[src/rtl/dmux_xx4_reg_pkg.sv]
// Shared definitions for the registered 1-to-4 stream demultiplexer.
//   LANES        : number of output lanes
//   SEL_W        : width of a lane index (i_sel, rr_ptr)
//   lane_idx_t   : lane index type
//   rr_mode_e    : lane selection policy encodings for the RR_MODE parameter
package dmux_xx4_reg_pkg;

  localparam int unsigned LANES = 4;
  localparam int unsigned SEL_W = 2;

  typedef logic [SEL_W-1:0] lane_idx_t;

  typedef enum int unsigned {
    RR_MODE_SEL = 0,  // lane taken from i_sel
    RR_MODE_RR  = 1   // lane taken from the internal round-robin pointer
  } rr_mode_e;

endpackage

[src/rtl/dmux_xx4_reg_if.sv]
// Stream bundle for dmux_xx4_reg: one valid/ready input stream and four
// valid/ready output lanes.
//   i_vld/i_rdy/i_sel/i_dat : producer side
//   o_vld/o_rdy             : per-lane handshake, bit n = lane n
//   o_dat0..o_dat3          : per-lane data
// modport slave  : view of the demultiplexer itself
// modport master : view of the surrounding producer/consumers
interface dmux_xx4_reg_if
  import dmux_xx4_reg_pkg::*;
#(
  parameter int unsigned WIDTH = 1
) ();

  logic             i_vld;
  logic             i_rdy;
  lane_idx_t        i_sel;
  logic [WIDTH-1:0] i_dat;
  logic [LANES-1:0] o_vld;
  logic [LANES-1:0] o_rdy;
  logic [WIDTH-1:0] o_dat0;
  logic [WIDTH-1:0] o_dat1;
  logic [WIDTH-1:0] o_dat2;
  logic [WIDTH-1:0] o_dat3;

  modport slave (
    input  i_vld, i_sel, i_dat, o_rdy,
    output i_rdy, o_vld, o_dat0, o_dat1, o_dat2, o_dat3
  );

  modport master (
    output i_vld, i_sel, i_dat, o_rdy,
    input  i_rdy, o_vld, o_dat0, o_dat1, o_dat2, o_dat3
  );

endinterface

[src/rtl/dmux_xx4_reg_lane.sv]
// One output lane of dmux_xx4_reg: a single-entry holding register with a
// valid bit.
//   clk, rst_n : clock, asynchronous active-low reset
//   flush      : synchronous clear of the valid bit (data left untouched)
//   load       : capture d, set vld
//   drain      : consumer took the entry; clears vld unless load also set
//   d, q       : data in / held data
//   vld        : entry is occupied
module dmux_lane_reg #(
  parameter int unsigned WIDTH = 1
) (
  input  logic             clk,
  input  logic             rst_n,
  input  logic             flush,
  input  logic             load,
  input  logic             drain,
  input  logic [WIDTH-1:0] d,
  output logic [WIDTH-1:0] q,
  output logic             vld
);

  always_ff @(posedge clk or negedge rst_n) begin
    if (!rst_n) begin
      q   <= '0;
      vld <= 1'b0;
    end else if (flush) begin
      vld <= 1'b0;
    end else if (load) begin
      // load wins over drain: back-to-back traffic keeps vld high
      q   <= d;
      vld <= 1'b1;
    end else if (drain) begin
      vld <= 1'b0;
    end
  end

endmodule

[src/rtl/dmux_xx4_reg.sv]
// Registered 1-to-4 stream demultiplexer. Routes the input stream to one of
// four single-entry output lanes, chosen by i_sel or by a round-robin pointer.
//   clk, rst_n : clock, asynchronous active-low reset
//   flush      : synchronous clear of all lanes and the pointer
//   bus        : stream bundle (dmux_xx4_reg_if.slave)
//   rr_ptr     : current round-robin pointer (0 in select mode)
// Parameters: WIDTH (data width), RR_MODE (rr_mode_e encoding).
module dmux_xx4_reg
  import dmux_xx4_reg_pkg::*;
#(
  parameter int unsigned WIDTH   = 1,
  parameter int unsigned RR_MODE = RR_MODE_SEL
) (
  input  logic                 clk,
  input  logic                 rst_n,
  input  logic                 flush,
  dmux_xx4_reg_if.slave        bus,
  output logic [SEL_W-1:0]     rr_ptr
);

  logic [LANES-1:0] lane_vld;
  logic [LANES-1:0] load;
  logic [LANES-1:0] drain;
  logic [WIDTH-1:0] lane_q [LANES];
  lane_idx_t        tgt;
  logic             accept;

  always_comb begin
    tgt = bus.i_sel;
    if (RR_MODE == RR_MODE_RR) begin
      tgt = rr_ptr;
    end
  end

  // Ready is combinational from o_rdy so a full lane being drained can be
  // reloaded in the same cycle. rst_n gates it so nothing is offered while
  // reset is held.
  assign bus.i_rdy = rst_n & ~flush & (~lane_vld[tgt] | bus.o_rdy[tgt]);
  assign accept    = bus.i_vld & bus.i_rdy;

  for (genvar g = 0; g < LANES; g++) begin : g_lane
    assign load[g]  = accept & (tgt == lane_idx_t'(g));
    assign drain[g] = lane_vld[g] & bus.o_rdy[g];

    dmux_lane_reg #(
      .WIDTH (WIDTH)
    ) u_lane (
      .clk   (clk),
      .rst_n (rst_n),
      .flush (flush),
      .load  (load[g]),
      .drain (drain[g]),
      .d     (bus.i_dat),
      .q     (lane_q[g]),
      .vld   (lane_vld[g])
    );
  end

  assign bus.o_vld  = lane_vld;
  assign bus.o_dat0 = lane_q[0];
  assign bus.o_dat1 = lane_q[1];
  assign bus.o_dat2 = lane_q[2];
  assign bus.o_dat3 = lane_q[3];

  if (RR_MODE == RR_MODE_RR) begin : g_rr
    // Pointer only moves on an accepted word, so a full target lane stalls
    // the stream instead of skipping ahead: lane order stays strict.
    always_ff @(posedge clk or negedge rst_n) begin
      if (!rst_n) begin
        rr_ptr <= '0;
      end else if (flush) begin
        rr_ptr <= '0;
      end else if (accept) begin
        rr_ptr <= rr_ptr + SEL_W'(1);
      end
    end
  end else begin : g_sel
    assign rr_ptr = '0;
  end

endmodule

[src/flat_wrapper.sv]
// flat-port wrapper written by rule: the top's interface ports become plain ports
module dmux_xx4_reg_flat import dmux_xx4_reg_pkg::*;
#(
  parameter int unsigned WIDTH   = 1,
  parameter int unsigned RR_MODE = RR_MODE_SEL
)
  (clk, rst_n, flush, rr_ptr, bus_i_vld, bus_i_sel, bus_i_dat, bus_o_rdy, bus_i_rdy, bus_o_vld, bus_o_dat0, bus_o_dat1, bus_o_dat2, bus_o_dat3);
  dmux_xx4_reg_if #(.WIDTH(WIDTH)) bus_i ();
  input  logic clk;
  input  logic rst_n;
  input  logic flush;
  output logic [SEL_W-1:0] rr_ptr;
  input wire logic [$bits(bus_i.i_vld)-1:0] bus_i_vld;
  input wire logic [$bits(bus_i.i_sel)-1:0] bus_i_sel;
  input wire logic [$bits(bus_i.i_dat)-1:0] bus_i_dat;
  input wire logic [$bits(bus_i.o_rdy)-1:0] bus_o_rdy;
  output wire logic [$bits(bus_i.i_rdy)-1:0] bus_i_rdy;
  output wire logic [$bits(bus_i.o_vld)-1:0] bus_o_vld;
  output wire logic [$bits(bus_i.o_dat0)-1:0] bus_o_dat0;
  output wire logic [$bits(bus_i.o_dat1)-1:0] bus_o_dat1;
  output wire logic [$bits(bus_i.o_dat2)-1:0] bus_o_dat2;
  output wire logic [$bits(bus_i.o_dat3)-1:0] bus_o_dat3;
  assign bus_i.i_vld = bus_i_vld;
  assign bus_i.i_sel = bus_i_sel;
  assign bus_i.i_dat = bus_i_dat;
  assign bus_i.o_rdy = bus_o_rdy;
  assign bus_i_rdy = bus_i.i_rdy;
  assign bus_o_vld = bus_i.o_vld;
  assign bus_o_dat0 = bus_i.o_dat0;
  assign bus_o_dat1 = bus_i.o_dat1;
  assign bus_o_dat2 = bus_i.o_dat2;
  assign bus_o_dat3 = bus_i.o_dat3;
  dmux_xx4_reg #(.WIDTH(WIDTH), .RR_MODE(RR_MODE)) u_core (.clk(clk), .rst_n(rst_n), .flush(flush), .bus(bus_i), .rr_ptr(rr_ptr));
endmodule
[config.mk]
export PLATFORM = sky130hd
export DESIGN_NAME = dmux_xx4_reg_flat
export DESIGN_NICKNAME = d
export VERILOG_FILES = /design/src/rtl/dmux_xx4_reg_pkg.sv /design/src/rtl/dmux_xx4_reg_if.sv /design/src/rtl/dmux_xx4_reg_lane.sv /design/src/rtl/dmux_xx4_reg.sv /design/src/flat_wrapper.sv
export SDC_FILE = /design/constraint.sdc
export NUM_CORES = 1
export LEC_CHECK = 0
export BUFFER_PORTS_ARGS = -buffer_cell sky130_fd_sc_hd__buf_2
export CORE_MARGIN = 2
export CORE_UTILIZATION = 35
export DETAILED_ROUTE_END_ITERATION = 12
export PLACE_DENSITY = 0.62
export SYNTH_ARGS = -nofsm -noshare
export SYNTH_HDL_FRONTEND = slang
export SYNTH_SLANG_ARGS = --single-unit
[constraint.sdc]
create_clock -name clk -period 2.9 [get_ports clk]
set_input_delay 0.29 -clock clk [delete_from_list [all_inputs] [get_ports clk]]
set_output_delay 0.29 -clock clk [all_outputs]
set_load 0.01 [all_outputs]
==> summary.txt <==
Setup path
  – Stages on the worst setup path: 6
  – CP delay by family, top: buffers and inverters
  – Setup crit start kind: input pin
  – Critical path required time: 2610 ps
  – CP max stage cell: dlygate4sd3_1
  – WP data arrival: 1580 ps
  – CP Class: input pin to primary output
  – Crit Path Max Fanout: 11
  – CP Cell Sequence: dlygate4sd3_1 -> buf_2 -> and2b_2 -> o311ai_0 -> a21oi_1 -> buf_2
  – WP buf/inv: 3
  – Dominant cell type by count on the critical path: buf_2
  – Critical Path Max Stage Delay: 520 ps
  – Reg2reg path depth: 3
  – CP Capture Type: primary output

Die
  – Area of the core: 1160 um2
  – Initial Util: 39.4%
  – Die ar.: 1610 um2
  – Die Width: 40.1 um
  – Chip height: 40.1 um
  – # rows: 12
  – Io pins: 22

Job
  – Max_cap viols: 0

Clocking
  – Worst-path clk slew: 50 ps
  – CTS Sinks: 8
  – TritonCTS Buffers: 3
  – PostCTS Resize Cnt: 0
  – CTS tree: done
  – Hold_buf cts: 1
  – Maximum clock path buffer count: 2
  – Number of H-tree levels: 1
  – Postcts setup bufs: 0
  – Clock Latency Late Sink: 250 ps
  – Root Buffer: clkbuf_4

Final layout
  – Nets: 71
  – Diodes inserted: 0
  – Fillcell total: 113
  – Synth-to-Final Area Change: 22.8%
  – Share of layout cells above drive strength 1: 51.7%
  – Non-filler cells, final: 72

Logic synthesis
  – Yosys reg bits: 8
  – Sequential area share after synthesis: 44.0%
  – Yosys warns: 0
  – Cell count after synthesis: 40
  – Syn Area/Cell: 11.4 um2
  – Synth Cell Area: 455 um2
  – Cell variety after synth: 24

Power and ir drop
  – Leak: 0.295 nW
  – Peak supply drop: 0.000319 V
  – Power, Total: 0.000275 W
  – PD cells: 492 nW/um2

Status
  – Outcome: complete, no violations

Timing
  – RSZ-0062 raised after global routing: false
  – Fin Hold WS: 305 ps
  – Hold Vio Cnt, Final: 0
  – Pins over their slew limit: 0
  – Min setup slack post-route: 1030 ps
  – Number of setup violations in the final report: 0
  – Achievable clock frequency: 534 MHz
  – Crit share post-route: 64.6%
  – Clock skew: 4.57 ps
  – Setup TNS: 0 ps
  – Min cycle time layout: 1870 ps

GRT
  – Met3 Track Usage GR: 8.33%
  – First-pass GRT wire length: 1.39 mm
  – GR Layer Usage met2: 20.2%
  – Most used routing layer: met2
  – Pin count of the biggest net entering global routing: 12
  – Met1 Track Usage GR: 16.2%
  – Grt ovf: 0
  – GR Util All Layers: 13.7%
  – Antenna violations before repair: 0
  – Number of global-route vias before repair: 333

Placed design
  – Placed Cells: 68
  – Hpwl dp: 672 um
  – Port Buffer Count: 19
  – Routability cong.: 0.672
  – DP Worst Slack: 1370 ps

Min path
  – Worst min-delay path class: input pin to flop
  – Hold path cells: 2

Route
  – Initial DRC Count: 11
  – Antenna-violating nets left: 0
  – Routed length per placed instance: 11.6 um
  – DRT Wirelength: 838 um
  – # DRC: 0
  – Vias post-DR: 343
  – First-pass detailed-route iteration total: 2
  – Routed vias/inst: 4.76
## routing by layer
layer / wire, um / vias up
met5: 0 / -
met4: 6 / 0
met3: 83 / 2
met2: 358 / 16
met1: 390 / 156
li1: - / 169
## power breakdown
group / internal, W / leakage (nW) / switching, W
sequential: 0.000126 / 0.104 / 0.00000598
clock: 0.0000473 / 0.0138 / 0.0000368
combinational: 0.0000310 / 0.177 / 0.0000279
total: 0.000204 / 0.295 / 0.0000707
## state kept, by name (all words and copies together) (netlist names)
register,flops
u_core.g_lane.u_lane.vld,4
u_core.g_lane.u_lane.q,4
## path summary, 6_finish.rpt
path | start | to | slack (ps)
worst min-delay path | flush | u_core.g_lane[2].u_lane.vld | 300
max in group asynchronous | rst_n | u_core.g_lane[0].u_lane.vld | 2290
min in group asynchronous | rst_n | u_core.g_lane[3].u_lane.vld | 420
worst max-delay path | rst_n | bus_i_rdy | 1030
worst max register to register | u_core.g_lane[3].u_lane.vld | u_core.g_lane[3].u_lane.q | 1600
worst min register to register | u_core.g_lane[0].u_lane.q | u_core.g_lane[0].u_lane.q | 480
## metrics by stage
stage | utilization (%) | cell area, um2
after floorplan | - | 459
after global placement | 45.6 | 527
after detailed placement | 45.6 | 527
after CTS | 48.4 | 559
after global routing | 48.4 | 559
final | 48.4 | 559
## placed cells by master, fill, tap and decap left out, types with 2 or more instances in the layout
cell / Yosys / layout
clkbuf_4: 0 / 3
o21ai_0: 2 / 2
mux2_2: 2 / 2
dfrtp_1: 8 / 8
buf_2: 0 / 19
nand2b_1: 3 / 3
conb_1: 1 / 2
## final cells by class
type | count | area [um2] | share of cell area [%]
clock buffers | 3 | 22.5 | 4.03
inverters | 2 | 7.51 | 1.34
multi-input cells | 25 | 206 | 36.9
flip-flops and latches | 8 | 200 | 35.8
well taps | 14 | 17.5 | 3.13
repair buffers | 20 | 105 | 18.8
## cells by family after synthesis
group	Yosys count	synth area share, %
simple gates	12	22.3
flops	8	44.0
mux	5	12.9
compound gates	6	8.52
buf+inv	8	11.5
other cells	1	0.823
## cells in the mapped netlist
cell type	number	area, um2
a21o_1	1	7.51
a21oi_1	1	5.00
and2b_2	1	8.76
and4bb_2	1	12.5
buf_4	6	45.0
conb_1	1	3.75
dfrtp_1	8	200
inv_1	1	3.75
inv_2	1	3.75
mux2_1	1	11.3
mux2_2	2	22.5
mux2_4	1	15.0
mux2i_1	1	10.0
nand2b_1	3	18.8
nand3_1	1	5.00
nand4b_1	1	8.76
nor2b_1	1	6.26
nor3b_1	1	7.51
nor3b_2	1	12.5
o21ai_0	2	10.0
o21bai_1	1	7.51
o311ai_0	1	8.76
or3b_4	1	11.3
or4b_1	1	10.0
Power figures use the tool's default switching activity.
